<file path="config.mk">
export PLATFORM = sky130hd
export DESIGN_NAME = nibble_entry_ctrl
export DESIGN_NICKNAME = d
export VERILOG_FILES = /design/src/rtl/nibble_entry_ctrl.sv
export SDC_FILE = /design/constraint.sdc
export NUM_CORES = 1
export LEC_CHECK = 0
export ABC_AREA = 1
export BUFFER_PORTS_ARGS = -buffer_cell sky130_fd_sc_hd__buf_2
export CAP_MARGIN = 20
export CORE_MARGIN = 4
export CORE_UTILIZATION = 40
export CTS_CLUSTER_DIAMETER = 120
export DETAILED_ROUTE_END_ITERATION = 12
export SETUP_SLACK_MARGIN = 0.1
export SLEW_MARGIN = 15
export SYNTH_ARGS = -nofsm -noshare
export SYNTH_HDL_FRONTEND = slang
export SYNTH_SLANG_ARGS = --single-unit
</file>
<file path="constraint.sdc">
create_clock -name clk -period 2.6 [get_ports clk]
set_clock_uncertainty 0.05 [all_clocks]
set_input_delay 0.78 -clock clk [delete_from_list [all_inputs] [get_ports clk]]
set_output_delay 0.78 -clock clk [all_outputs]
set_load 0.02 [all_outputs]
</file>
<file path="src/rtl/nibble_entry_ctrl.sv">
// rtl/nibble_entry_ctrl.sv - push-button entry of an N-bit word, released over valid/ready
module nibble_entry_ctrl #(
    parameter int N            = 4,
    parameter int DEBOUNCE_CYC = 1000000,
    parameter int TIMEOUT_CYC  = 500000000
) (
    input  logic                   clk,
    input  logic                   reset_n,
    input  logic                   zeroes,
    input  logic                   ones,
    input  logic                   commit,
    input  logic                   out_ready,
    output logic [N-1:0]           out_data,
    output logic                   out_valid,
    output logic [N-1:0]           partial,
    output logic [$clog2(N+1)-1:0] bit_count,
    output logic                   err,
    output logic                   timeout
);
    localparam int BCW = $clog2(N+1);
    localparam int LKW = $clog2(DEBOUNCE_CYC+1);
    localparam int TMW = $clog2(TIMEOUT_CYC);

    typedef enum logic [1:0] {S_IDLE, S_COLLECT, S_FULL, S_SEND} state_t;

    state_t         state_q, state_d;
    logic [2:0]     sync1_q, sync1_d;
    logic [2:0]     sync2_q, sync2_d;
    logic [2:0]     prev_q, prev_d;
    logic [N-1:0]   partial_q, partial_d;
    logic [BCW-1:0] bit_count_q, bit_count_d;
    logic [N-1:0]   out_data_q, out_data_d;
    logic           out_valid_q, out_valid_d;
    logic           err_q, err_d;
    logic           timeout_q, timeout_d;
    logic [LKW-1:0] lock_q, lock_d;
    logic [TMW-1:0] tmo_q, tmo_d;

    logic [2:0] btn_rise;
    logic       ev_any, multi, bit_ev, cmt_ev, bit_val, accepted;

    // bit order {commit, ones, zeroes}
    assign sync1_d  = {commit, ones, zeroes};
    assign sync2_d  = sync1_q;
    assign prev_d   = sync2_q;
    assign btn_rise = sync2_q & ~prev_q;

    assign ev_any  = (lock_q == '0) && (btn_rise != 3'b000);
    assign multi   = ev_any && ((btn_rise[0] & btn_rise[1]) | (btn_rise[0] & btn_rise[2]) |
                                (btn_rise[1] & btn_rise[2]));
    assign bit_ev  = ev_any && !multi && (btn_rise[0] | btn_rise[1]);
    assign cmt_ev  = ev_any && !multi && btn_rise[2];
    assign bit_val = btn_rise[1];

    always_comb begin
        state_d     = state_q;
        partial_d   = partial_q;
        bit_count_d = bit_count_q;
        out_data_d  = out_data_q;
        out_valid_d = out_valid_q;
        err_d       = multi;
        timeout_d   = 1'b0;
        lock_d      = (lock_q != '0) ? lock_q - LKW'(1) : '0;
        tmo_d       = '0;
        accepted    = 1'b0;

        if (ev_any) begin
            lock_d = LKW'(DEBOUNCE_CYC);
        end

        case (state_q)
            S_IDLE: begin
                if (bit_ev) begin
                    partial_d   = {partial_q[N-2:0], bit_val};
                    bit_count_d = BCW'(1);
                    state_d     = S_COLLECT;
                    accepted    = 1'b1;
                end
                if (cmt_ev) err_d = 1'b1;
            end
            S_COLLECT: begin
                if (bit_ev) begin
                    partial_d   = {partial_q[N-2:0], bit_val};
                    bit_count_d = bit_count_q + BCW'(1);
                    accepted    = 1'b1;
                    if (bit_count_q == BCW'(N-1)) state_d = S_FULL;
                end
                if (cmt_ev) err_d = 1'b1;
            end
            S_FULL: begin
                if (bit_ev) err_d = 1'b1;
                if (cmt_ev) begin
                    out_data_d  = partial_q;
                    out_valid_d = 1'b1;
                    partial_d   = '0;
                    bit_count_d = '0;
                    state_d     = S_SEND;
                    accepted    = 1'b1;
                end
            end
            S_SEND: begin
                if (bit_ev || cmt_ev) err_d = 1'b1;
                if (out_valid_q && out_ready) begin
                    out_valid_d = 1'b0;
                    state_d     = S_IDLE;
                end
            end
            default: state_d = S_IDLE;
        endcase

        // Idle timer only matters while a partial word is held; an accepted event beats expiry
        if ((state_q == S_COLLECT) || (state_q == S_FULL)) begin
            if (accepted) begin
                tmo_d = '0;
            end else if (tmo_q == TMW'(TIMEOUT_CYC-1)) begin
                partial_d   = '0;
                bit_count_d = '0;
                timeout_d   = 1'b1;
                state_d     = S_IDLE;
            end else begin
                tmo_d = tmo_q + TMW'(1);
            end
        end
    end

    always_ff @(posedge clk or negedge reset_n) begin
        if (!reset_n) begin
            state_q     <= S_IDLE;
            sync1_q     <= '0;
            sync2_q     <= '0;
            prev_q      <= '0;
            partial_q   <= '0;
            bit_count_q <= '0;
            out_data_q  <= '0;
            out_valid_q <= 1'b0;
            err_q       <= 1'b0;
            timeout_q   <= 1'b0;
            lock_q      <= '0;
            tmo_q       <= '0;
        end else begin
            state_q     <= state_d;
            sync1_q     <= sync1_d;
            sync2_q     <= sync2_d;
            prev_q      <= prev_d;
            partial_q   <= partial_d;
            bit_count_q <= bit_count_d;
            out_data_q  <= out_data_d;
            out_valid_q <= out_valid_d;
            err_q       <= err_d;
            timeout_q   <= timeout_d;
            lock_q      <= lock_d;
            tmo_q       <= tmo_d;
        end
    end

    assign out_data  = out_data_q;
    assign out_valid = out_valid_q;
    assign partial   = partial_q;
    assign bit_count = bit_count_q;
    assign err       = err_q;
    assign timeout   = timeout_q;

endmodule
</file>
# Word level (Yosys, flattened, before mapping)
# Cells that the tools add are included.
# totals
register_bits	74
elab_cells	87
out_inout_bits	14
# classes
n_reduce_logical	17
add_sub_neg	3
eq_ne	7
muxes	40
n_bitwise	8
# op_table
cell	n
two-way mux 29 bit	3
two-way mux 20 bit	2
adder 29 x 1 -> 29 bit (second input constant)	1
== test 29 bit (second input constant)	1
logical NOT 20 bit	1
two-way mux 4 bit	5
nonzero test 20 bit	1
subtractor 20 x 1 -> 20 bit (second input constant)	1
two-way mux 3 bit	6
two-way mux 2 bit	8
two-way mux 1 bit	10
one-hot mux 3 bit (3 select lines)	1
one-hot mux 2 bit (4 select lines)	1
one-hot mux 4 bit (2 select lines)	1
logical AND 1 bit	6
== test 2 bit (second input constant)	2
!= test 2 bit (second input constant)	2
one-hot mux 1 bit (2 select lines)	2
adder 3 x 1 -> 3 bit (second input constant)	1
AND 1 bit	3
AND 3 bit	1
== test 3 x 2 -> 1 bit (second input constant)	1
inverter 3 bit	1
OR 1 bit	3
other kinds (10)	11

# Logic depth before layout (Yosys ltp)
# depth
word_depth	14
ltp_mapped	13

# Worst setup path before layout
# No wires, ideal clock.
# synth_path
kind	register to register
start	register lock_q[0]
end	register bit_count_q[0] (netlist: bit_count[0])
stages_incl_launch_ff	13
n_path_buf	0
setup_slack_ns	0.521
arrival_ns	1.914
setup_ns	0.114
path_cell_list	dfrtp_1 > inv_1 > ha_1 > nand2_2 > nor2_8 > nand3_4 > nor2_4 > nand3_4 > ha_1 > a31oi_1 > o21ai_0 > nand2_1 > inv_1
# synth_between
elab_chain_len	11
# synth_rtl
element	line	text
start, declared	36	logic [LKW-1:0] lock_q, lock_d;
start signal, assigned	151	lock_q <= lock_d;
logical NOT 20 bit *	48	assign ev_any = (lock_q == '0) && (btn_rise != 3'b000);
logical AND 1 bit *	48	
logical AND 1 bit	49	assign multi = ev_any && ((btn_rise[0] & btn_rise[1]) | (btn_rise[0] & btn_rise[2]) |
logical NOT 1 bit	51, 52	
logical AND 1 bit *	51, 52	
logical AND 1 bit, on equally long branches	52, 51	
two-way mux 3 bit, on equally long branches	92, 73, 82	
one-hot mux 3 bit (3 select lines)	71	case (state_q)
two-way mux 3 bit	115	end else if (tmo_q == TMW'(TIMEOUT_CYC-1)) begin
two-way mux 3 bit	113	if (accepted) begin
two-way mux 3 bit *	112	if ((state_q == S_COLLECT) || (state_q == S_FULL)) begin
via bit_count_d[0]	31	logic [BCW-1:0] bit_count_q, bit_count_d;
end signal, assigned	146	bit_count_q <= bit_count_d;
end, declared	31	
# Mark *: on every way through the listed nets, which the timed path passes. The rest lies on a longest branch.
# A chain may end at the register's enable or synchronous reset.

# Final worst setup path
# Ends and elaborated chain as after synthesis.

==> impl_metrics.tcl <==
set metrics [dict create \
    drc 0 \
    setup_viol 0 \
    drive_gt1_frac 0.1379 \
    start_util 0.4143 \
    power.total_w 0.002509 \
    syn-mean-instance-area_sq_um 8.028 \
    post-route-min-period_ns 2.268 \
    tightestPinTransition_ns 0.5582 \
    drt-pass1-iter-count 4 \
    grt_pass1_vias 3210 \
    fin_ws_ns 0.3316 \
    dp_hpwl_um 6188 \
    vias 3296 \
    worstSetupPathType "flip-flop to flip-flop" \
    gr-usage-all-layers 0.1557 \
    hold_path.startpoint "sync1_q[1]$_DFF_PN0_" \
    cp-start-kind "flip-flop" \
    p_sw_w 0.0007369 \
    crit_fanout 15 \
    synth.area.top_cells "dfrtp_1 45%, nand2_1 9.6%, nor2_1 6.6%" \
    clkTransAtPathRegs_ns 0.08 \
    worstPathArrival_ns 2.47 \
    cts_tree "yes" \
    root_buffer "clkbuf_8" \
    drv_slew 0 \
    row_count 36 \
    final_common_cell "nand2_1" \
    wire_per_inst_um 12.34 \
    synth-seq-area-share 0.4532 \
    routed_wirelength_um 8355 \
    core_region_area_sq_um 9864 \
    dieWidth_um 109.1 \
    worst_setup_path_end_kind "flip-flop" \
    p_int_w 0.001773 \
    die_h_um 109.1 \
    syn_inst 509 \
    r2r_start "lock_q[0]$_DFF_PN0_" \
    insertion_delay_ns 0.35 \
    power_frac_seq 0.492 \
    cellLeakagePower_nw 2.130 \
    yosysWarnings 0 \
    grt_max_degree 38 \
    syn_area_sq_um 4086 \
    numCtsBuffers 9 \
    antenna_cells 0 \
    critPathLaunch "lock_q[0]$_DFF_PN0_" \
    ys_types 36 \
    worst_ep_required_time_ns 2.80 \
    relSlewSlack 0.6239 \
    drt-initial-drc-count 128 \
    clockPowerShare 0.361 \
    clk_path_buf_depth 2 \
    vdd_drop_max_uv 299.9 \
    status "complete, no violations" \
    syn_nets 524 \
    htreeDepth 3 \
    final_min_period_over_clock_period 0.8725 \
    via_per_inst 4.869 \
    final.setup.tns_ns 0 \
    pin_count 20 \
    yosys.area.top_type_share 0.4532 \
    dieArea_sq_um 11900 \
    port_buffers 19 \
    antenna_found_initial 0 \
    comb_power_share 0.146 \
    grt_pass1_wl_um 14610 \
    cap_violations 0 \
    cts_sinks 74 \
    yosys.area.top_type "dfrtp_1" \
    yosys_most_used_dff "dfrtp_1" \
    switching_share 0.2936 \
    hold_violations 0 \
    synth_edf_count 0 \
    routabilityCongestion 0.8964 \
    area_growth_syn_to_layout_pct 11.45 \
    rsz0062_at_grt "false" \
    grt_overflow_total 0 \
    layout_common_cells "105 x nand2_1, 74 x dfrtp_1, 72 x nor2_1, 70 x inv_1, 34 x nand3_1" \
    layout.nets 554 \
    cellPowerDensity_nw_per_um2 551.0 \
    yosys_register_bits 74 \
    clock.fmax_mhz 440.8 \
    ys_async_sr_fraction 1.000 \
    worstHoldPathType "flip-flop to flip-flop" \
    ant_nets 0 \
    place_ws_ns 0.2968 \
]
## per-layer routing
metal  wire length (um)  vias up  GRT usage
met1               4138     1547     0.2091
met2               3849       51     0.2443
met5                  0        -          0
li1                   -     1690          -
met3                261        8    0.03434
met4                105        0    0.06222
## critical path: stages (launching register included)
cell and delay (ns):
dfrtp_1 0.36, inv_1 0.11, ha_2 0.23, nand2_2 0.11, nor2_8 0.16, nand3_4 0.20
nor2_4 0.21, nand3_4 0.08, ha_1 0.29, a31oi_1 0.15, o21ai_0 0.10, nand2_1 0.07
inv_1 0.05
## per-stage QoR
step / instance area [sq um] / util / std cells / hold WS (ns)
3_3_place_gp: 4349 / 0.4409 / 661 / 0.2850
4_1_cts: 4552 / 0.4614 / 677 / 0.3046
2_1_floorplan: 4086 / - / 509 / 0.2812
3_5_place_dp: 4349 / 0.4409 / 661 / 0.2865
6_report: 4554 / 0.4617 / 677 / 0.3011
5_1_grt: 4554 / 0.4617 / 677 / 0.3159
## power by group through the flow
stage               combinational [W]  sequential, W  clock (W)
floorplan                    0.000322        0.00125          0
finish                       0.000367        0.00124   0.000907
global placement             0.000372        0.00126          0
CTS                          0.000375        0.00124   0.000941
detailed placement           0.000372        0.00126          0
global route                 0.000423        0.00124   0.000986
## cells in the mapped netlist (all sizes together), types with 3 or more instances
cell type	count
nor3	23
nand2	110
nand4	17
dfrtp	74
o21ai	21
xor2	19
ha	9
xnor2	7
nor4	7
buf	3
nor2	89
or2	4
nand3	37
inv	71
a21oi	9
## flip-flops by register name (all words and copies together) (netlist names), 2 cells and up
name and flops:
bit_count 3, partial 4, prev_q 3, lock_q 20
prev_d 3, out_data 4, sync1_q 3, state_q 2
tmo_q 29
## cell type report
type | count | area, sq um
Clock buffer | 10 | 137.6
Clock inverter | 6 | 65.06
Fill cell | 980 | 5310
Inverter | 71 | 266.5
Multi-Input combinational cell | 361 | 1934
Sequential cell | 74 | 1852
Tap cell | 133 | 166.4
Timing Repair Buffer | 22 | 132.6
## final timing paths
kind | slack [ns] | depth (start not counted) | end
worst max-delay path | 0.33 | 12 | bit_count[0]$_DFF_PN0_
worst min-delay path | 0.30 | 0 | prev_d[1]$_DFF_PN0_
worst max register to register | 0.33 | 12 | bit_count[0]$_DFF_PN0_
worst min register to register | 0.30 | 0 | prev_d[1]$_DFF_PN0_
max in group asynchronous | 1.58 | 2 | tmo_q[0]$_DFF_PN0_
min in group asynchronous | 0.34 | 1 | lock_q[12]$_DFF_PN0_
## kinds of logic (layout without fill, tap and decap cells)
| group | Yosys count | count (layout) | synth area share |
|---|---|---|---|
| XOR/XNOR | 26 | 26 | 0.05573 |
| flip-flops | 74 | 74 | 0.4532 |
| AO/OA/AOI/OAI | 35 | 35 | 0.04777 |
| adder cells (fa/ha/maj) | 9 | 9 | 0.02756 |
| buffers and inverters | 74 | 109 | 0.07409 |
| AND/OR/NAND/NOR | 291 | 291 | 0.3417 |
## timing repair
item	in CTS	in global routing
setup endpoints to repair	0	9
hold endpoints to repair	0	0
gates resized for setup	0	1
hold buffers	0	0
buffers inserted	0	0
Power figures use the tool's default switching activity.
